File: src/rtl/rx_retry_requester_pkg.sv
// Shared types and constants for the receive-side link-layer retry requester.
package rx_retry_pkg;

  typedef enum logic [2:0] {
    ST_NORMAL     = 3'd0,
    ST_LLRREQ     = 3'd1,
    ST_IDLE       = 3'd2,
    ST_PHY_REINIT = 3'd3,
    ST_ABORT      = 3'd4
  } retry_state_e;

  localparam logic FLIT_PROTOCOL = 1'b0;
  localparam logic FLIT_CONTROL  = 1'b1;

  // Good protocol flits covered by one acknowledgement from the controller.
  localparam int unsigned ACK_BATCH = 8;

  localparam int unsigned TIMEOUT_W = 13;

  // Next ack count: add one good flit, retire a batch if acked (floor 0), saturate at 255.
  function automatic logic [7:0] ack_count_update(input logic [7:0] count,
                                                  input logic       inc,
                                                  input logic       sub);
    logic [8:0] sum;
    sum = {1'b0, count} + {8'd0, inc};
    if (sub) begin
      sum = (sum >= 9'(ACK_BATCH)) ? sum - 9'(ACK_BATCH) : '0;
    end
    return (sum > 9'd255) ? 8'hFF : sum[7:0];
  endfunction

endpackage

File: src/rtl/rx_retry_requester_timeout_counter.sv
// Counts flits received while waiting for RETRY.ACK; flags when the limit is reached.
module retry_timeout_counter
  import rx_retry_pkg::*;
(
  input  logic                 clk,
  input  logic                 rst_n,
  input  logic                 clear,
  input  logic                 flit_en,
  input  logic [TIMEOUT_W-1:0] max_count,
  output logic                 hit
);

  logic [TIMEOUT_W-1:0] count;

  // Saturating flit counter, restarted each time a new RETRY.REQ goes out.
  always_ff @(posedge clk or negedge rst_n) begin
    if (!rst_n) begin
      count <= '0;
    end else if (clear) begin
      count <= '0;
    end else if (flit_en && (count < max_count)) begin
      count <= count + 13'd1;
    end
  end

  assign hit = (count == max_count);

endmodule

File: src/rtl/rx_retry_requester.sv
// Receiver-side link-layer retry requester: tracks ESeq and owed acks, and drives the
// local RETRY.REQ / RETRY.ACK sequence with PHY reinit escalation and link failure.
module rx_retry_requester
  import rx_retry_pkg::*;
(
  input  logic        i_clk,
  input  logic        i_rst_n,
  input  logic        unpacker_valid_sig,
  input  logic        unpacker_valid_crc,
  input  logic        unpacker_flit_type,
  input  logic        unpacker_retry_ack_flag,
  input  logic        controller_req_sent_flag,
  input  logic        controller_ack_sent_flag,
  input  logic        i_pl_lnk_up,
  input  logic [4:0]  i_register_file_retry_threshold,
  input  logic [4:0]  i_register_file_reinit_threshold,
  input  logic [12:0] i_register_file_retry_timeout_max_transfers,
  input  logic [7:0]  i_register_file_llr_wrap_value,
  output logic [7:0]  o_eseq,
  output logic        o_send_req_seq,
  output logic        o_ack_req,
  output logic        o_discard_flits,
  output logic [4:0]  o_num_retry,
  output logic [4:0]  o_num_phy_reinit,
  output logic        o_phy_reinit_req,
  output logic        o_link_failure,
  output logic [2:0]  o_retry_state
);

  retry_state_e state;
  retry_state_e state_nxt;
  logic         seen_link_down;
  logic         seen_link_down_nxt;
  logic [4:0]   num_retry_nxt;
  logic [4:0]   num_phy_reinit_nxt;
  logic [4:0]   reinit_inc;
  logic [7:0]   ack_count;
  logic [7:0]   ack_count_nxt;

  logic good_flit;
  logic bad_flit;
  logic good_protocol;
  logic good_retry_ack;
  logic retry_exhausted;
  logic timeout_clear;
  logic timeout_flit_en;
  logic timeout_hit;

  assign good_flit       = unpacker_valid_sig & unpacker_valid_crc;
  assign bad_flit        = unpacker_valid_sig & ~unpacker_valid_crc;
  assign good_protocol   = good_flit & (unpacker_flit_type == FLIT_PROTOCOL);
  assign good_retry_ack  = good_flit & (unpacker_flit_type == FLIT_CONTROL) & unpacker_retry_ack_flag;
  assign retry_exhausted = (o_num_retry == i_register_file_retry_threshold);
  assign reinit_inc      = o_num_phy_reinit + 5'd1;
  assign timeout_clear   = (state == ST_LLRREQ) & ~retry_exhausted & controller_req_sent_flag;
  assign timeout_flit_en = (state == ST_IDLE) & unpacker_valid_sig;

  retry_timeout_counter u_timeout (
    .clk       (i_clk),
    .rst_n     (i_rst_n),
    .clear     (timeout_clear),
    .flit_en   (timeout_flit_en),
    .max_count (i_register_file_retry_timeout_max_transfers),
    .hit       (timeout_hit)
  );

  // Next-state and retry/reinit counter decisions for the retry sequence.
  always_comb begin
    state_nxt          = state;
    num_retry_nxt      = o_num_retry;
    num_phy_reinit_nxt = o_num_phy_reinit;
    seen_link_down_nxt = seen_link_down;
    case (state)
      ST_NORMAL: begin
        if (bad_flit) state_nxt = ST_LLRREQ;
      end
      ST_LLRREQ: begin
        if (retry_exhausted) begin
          num_retry_nxt      = '0;
          num_phy_reinit_nxt = reinit_inc;
          seen_link_down_nxt = 1'b0;
          state_nxt = (reinit_inc == i_register_file_reinit_threshold) ? ST_ABORT : ST_PHY_REINIT;
        end else if (controller_req_sent_flag) begin
          num_retry_nxt = o_num_retry + 5'd1;
          state_nxt     = ST_IDLE;
        end
      end
      ST_IDLE: begin
        if (bad_flit) begin
          state_nxt = ST_LLRREQ;
        end else if (good_retry_ack) begin
          num_retry_nxt      = '0;
          num_phy_reinit_nxt = '0;
          state_nxt          = ST_NORMAL;
        end else if (timeout_hit) begin
          state_nxt = ST_LLRREQ;
        end
      end
      ST_PHY_REINIT: begin
        if (!seen_link_down) begin
          if (!i_pl_lnk_up) seen_link_down_nxt = 1'b1;
        end else if (i_pl_lnk_up) begin
          state_nxt = ST_LLRREQ;
        end
      end
      ST_ABORT: begin
        state_nxt = ST_ABORT;
      end
      default: begin
        state_nxt = ST_NORMAL;
      end
    endcase
  end

  // Retry FSM register; outputs are decoded from the next state so they line up with it.
  // send_req is suppressed when the upcoming LLRREQ cycle will escalate instead of requesting.
  always_ff @(posedge i_clk or negedge i_rst_n) begin
    if (!i_rst_n) begin
      state            <= ST_NORMAL;
      seen_link_down   <= 1'b0;
      o_num_retry      <= '0;
      o_num_phy_reinit <= '0;
      o_send_req_seq   <= 1'b0;
      o_discard_flits  <= 1'b0;
      o_phy_reinit_req <= 1'b0;
      o_link_failure   <= 1'b0;
    end else begin
      state            <= state_nxt;
      seen_link_down   <= seen_link_down_nxt;
      o_num_retry      <= num_retry_nxt;
      o_num_phy_reinit <= num_phy_reinit_nxt;
      o_send_req_seq   <= (state_nxt == ST_LLRREQ) &&
                          (num_retry_nxt != i_register_file_retry_threshold);
      o_discard_flits  <= (state_nxt != ST_NORMAL);
      o_phy_reinit_req <= (state_nxt == ST_PHY_REINIT) && (state != ST_PHY_REINIT);
      o_link_failure   <= (state_nxt == ST_ABORT);
    end
  end

  assign ack_count_nxt = (state == ST_NORMAL)
                       ? ack_count_update(ack_count, good_protocol, controller_ack_sent_flag)
                       : ack_count;

  // ESeq and outstanding-ack tracking; both frozen while a retry is in progress.
  always_ff @(posedge i_clk or negedge i_rst_n) begin
    if (!i_rst_n) begin
      o_eseq    <= '0;
      ack_count <= '0;
      o_ack_req <= 1'b0;
    end else begin
      if ((state == ST_NORMAL) && good_protocol) begin
        o_eseq <= (o_eseq == i_register_file_llr_wrap_value) ? '0 : o_eseq + 8'd1;
      end
      ack_count <= ack_count_nxt;
      o_ack_req <= (ack_count_nxt >= 8'(ACK_BATCH));
    end
  end

  assign o_retry_state = state;

endmodule

File: config.mk
export PLATFORM = sky130hd
export DESIGN_NAME = rx_retry_requester
export DESIGN_NICKNAME = d
export VERILOG_FILES = /design/src/rtl/rx_retry_requester_pkg.sv /design/src/rtl/rx_retry_requester_timeout_counter.sv /design/src/rtl/rx_retry_requester.sv
export SDC_FILE = /design/constraint.sdc
export NUM_CORES = 1
export LEC_CHECK = 0
export BUFFER_PORTS_ARGS = -buffer_cell sky130_fd_sc_hd__buf_2
export CORE_MARGIN = 3
export CORE_UTILIZATION = 40
export DETAILED_ROUTE_END_ITERATION = 7
export SYNTH_ARGS = -nofsm -noshare
export SYNTH_HDL_FRONTEND = slang
export SYNTH_SLANG_ARGS = --single-unit
File: constraint.sdc
create_clock -name i_clk -period 4.3 [get_ports i_clk]
set_clock_uncertainty 0.15 [all_clocks]
set_input_delay 0.215 -clock i_clk [delete_from_list [all_inputs] [get_ports i_clk]]
set_output_delay 0.215 -clock i_clk [all_outputs]
set_load 0.005 [all_outputs]
==> flow_metrics.env <==
export IMPL_status="completed"
export IMPL_crit_chain="ha_1 > ha_1 > nand3_2 > xnor2_1 > inv_1 > ha_1 > nand2_1 > o31ai_1 > o32a_1 > xnor2_1 > nand2_1 > or4_1 > a221o_1"
export IMPL_whs_ns=0.0461
export IMPL_worst_path_max_fanout=4
export IMPL_synth_xor_area_share_pct=10.1
export IMPL_yosysSeqAreaShare_pct=34.5
export IMPL_worst_slew_pin_slew_ns=0.949
export IMPL_antenna_found_initial=0
export IMPL_synth_compound_area_share_pct=18.6
export IMPL_crit_top_cell="ha_1"
export IMPL_ios=66
export IMPL_ant_nets=0
export IMPL_start_kind="flop"
export IMPL_area_growth_pct=14.7
export IMPL_vias=3090
export IMPL_path_class="reg -> reg"
export IMPL_yosys_warnings=0
export IMPL_synth_nets=455
export IMPL_place_hpwl_mm=6.30
export IMPL_clk_pin_slew_worst_paths_ns=0.10
export IMPL_via_per_inst=5.49
export IMPL_remaining_drc_errors=0
export IMPL_clockBufferDepth=2
export IMPL_fmax_ghz=0.314
export IMPL_ctsHtreeMaxLevel=2
export IMPL_antenna_cells=0
export IMPL_async_flop_share_pct=100
export IMPL_crit_path_top_delay_cell="or4_1"
export IMPL_final_cell_area_sq_mm=0.00400
export IMPL_cpPeakStageDelay_ns=0.40
export IMPL_final_hold_violation_count=0
export IMPL_final_common_cell="buf_2"
export IMPL_crit_required_ns=4.35
export IMPL_power_leakage_nw=1.88
export IMPL_cts_inserted_buffers=5
export IMPL_synth_top_flop_cell="dfrtp_1"
export IMPL_cts_repair_resized=0
export IMPL_max_cap_violations=0
export IMPL_setup_viol=0
export IMPL_min_period_ns=3.18
export IMPL_place_area_sq_mm=0.00387
export IMPL_synth_top_cell_by_area="dfrtp_1"
export IMPL_grt_pass1_wl_mm=13.8
export IMPL_synth_top_family_by_area="simple AND/OR/NAND/NOR gates"
export IMPL_synthMuxAreaShare_pct=2.69
export IMPL_drt_iter0_drc=125
export IMPL_synth_edff_count=0
export IMPL_nFillCells=832
export IMPL_period_share_pct=74.0
export IMPL_rsz0062_at_grt="no"
export IMPL_drive_above_1_share_pct=20.3
export IMPL_globalplace_congestion=0.890
export IMPL_r2r_setup_slack_ns=1.12
export IMPL_cts_tree="yes"
export IMPL_grt_pass1_vias=2875
export IMPL_core_area_sq_mm=0.00834
export IMPL_finalWirelength_mm=8.28
export IMPL_first_pass_iters=4
export IMPL_fin_nets=517
export IMPL_syn_area_sq_mm=0.00348
export IMPL_wl_met2_mm=3.76
export IMPL_clk_latency_ns=0.30
export IMPL_root_buffer="clkbuf_8"
export IMPL_p_per_area_mw_per_mm2=455
export IMPL_layout_common_cells="65 x buf_2, 48 x dfrtp_1, 43 x nand2_1, 28 x nor2_1, 28 x o21ai_0"
export IMPL_synthSimpleGateAreaFrac_pct=22.4
export IMPL_wl_per_cell_microns=14.7
export IMPL_cp_arrival_ns=3.23
export IMPL_dieHeight_microns=99.3
export IMPL_die_w_microns=99.3
export IMPL_num_rows=33
export IMPL_hold_class="in -> reg"
export IMPL_synth_cells=395
export IMPL_yosys_register_bits=48
export IMPL_cts_sinks=48
export IMPL_io_buffers=65
export IMPL_max_slew_margin_pct=36.5
export IMPL_p_total_mw=1.82
export IMPL_synth_cell_types=64
export IMPL_synth_fa_ha_area_share_pct=7.18
export IMPL_synth_top_area_share_pct=34.5
export IMPL_dieArea_sq_mm=0.00987
export IMPL_tns_ns=0
export IMPL_peakVddDrop_uv=216
export IMPL_end_kind="flop"
export IMPL_met1Wirelength_mm=3.84
export IMPL_synth_area_leaders="dfrtp_1 34%, ha_1 7.2%, xnor2_1 6.5%, nand2_1 4.6%, o21ai_0 4.0%"
export IMPL_route_met3_wl_microns=589
export IMPL_overflow=0
export IMPL_top_layer="met4"
export IMPL_synth_area_per_cell_sq_um=8.82
export IMPL_slew_viol_final=0
export IMPL_grt_max_degree=49
export IMPL_track_usage_pct=17.1
export IMPL_initial_utilization_pct=41.8
==> worst max-delay path: cells and delay by family (launching register included) <==
| family | cells | cell delay, ns |
|---|---|---|
| simple gates | 4 | 0.71 |
| compound gates | 3 | 0.85 |
| buf+inv | 1 | 0.07 |
| flops | 1 | 0.37 |
| xor+xnor | 2 | 0.31 |
| fa+ha+maj | 3 | 0.62 |
==> cell usage after synthesis, drive strengths merged, types with 2 or more instances <==
| cell | count |
|---|---|
| nand2b | 4 |
| xor2 | 14 |
| ha | 20 |
| o21a | 2 |
| dfrtp | 48 |
| o31ai | 9 |
| nor3b | 4 |
| and3 | 4 |
| nand3 | 15 |
| nor4 | 2 |
| inv | 21 |
| a21o | 9 |
| mux2i | 6 |
| and4 | 3 |
| or4 | 5 |
| mux2 | 3 |
| o32ai | 2 |
| nand2 | 43 |
| nor3 | 5 |
| a22o | 3 |
| buf | 7 |
| nand4 | 13 |
| or3 | 7 |
| nor2b | 6 |
| a221o | 3 |
| a21oi | 27 |
| o211ai | 2 |
| clkbuf | 6 |
| o21ai | 28 |
| o32a | 3 |
| and2 | 2 |
| or2 | 3 |
| nor2 | 28 |
| xnor2 | 26 |
==> path summary, 6_finish.rpt <==
path / start / end / depth (start not counted)
worst max-delay path: ack_count[0] / o_ack_req / 13
max in group asynchronous: i_rst_n / u_timeout.count[3] / 3
worst min-delay path: i_pl_lnk_up / seen_link_down / 4
min in group asynchronous: i_rst_n / ack_count[7] / 3
worst min register to register: ack_count[0] / ack_count[0] / 2
worst max register to register: ack_count[0] / o_ack_req / 13
==> logic make-up (layout without fill, tap and decap cells) <==
logic type                 Yosys count  after routing
and+or+nand+nor                    146            146
AOI/OAI and AO/OA                   98             98
DFF                                 48             48
xor gates and xnor gates            40             40
buffers and inverters               34             97
adders and majority gates           20             20
muxes                                9              9
==> flip-flops by register name, indices dropped and copies added (netlist names), 3 cells and up <==
name,count
u_timeout.count,13
ack_count,8
o_eseq,8
o_num_phy_reinit,5
o_num_retry,5
o_retry_state,3
==> stage by stage <==
stage / setup WS, ns / cells / utilization (%)
floorplan: 1.36 / 395 / -
global placement: 1.07 / 554 / 46.4
detailed placement: 0.970 / 554 / 46.4
CTS: 1.14 / 563 / 47.9
global route: 0.888 / 563 / 47.9
finish: 1.12 / 563 / 47.9
==> power by group <==
group,total [mW],internal [mW],leakage [nW],switching [mW]
Combinational,0.766,0.353,1.19,0.413
Clock,0.341,0.175,0.0548,0.165
Sequential,0.713,0.555,0.639,0.158
==> timing repair <==
action                                 4_1_cts  5_1_grt
endpoints found under the hold margin       48        0
buffers inserted                             0        0
hold buffers                                 1        0
==> routing by layer <==
metal	global-route usage, %	vias up
li1	-	1550
met5	0	-
met4	4.94	0
met3	4.21	8
met1	23.4	1443
met2	27.0	89
==> layout make-up <==
cell class / instances / area, sq um / share of cell area, %
clock inverters: 3 / 46.3 / 1.16
flip-flops and latches: 48 / 1200 / 30.0
inverters: 21 / 78.8 / 1.97
repair buffers: 68 / 350 / 8.76
well taps: 105 / 131 / 3.29
clock buffers: 5 / 68.8 / 1.72
multi-input cells: 313 / 2120 / 53.1
Power figures use the tool's default switching activity.
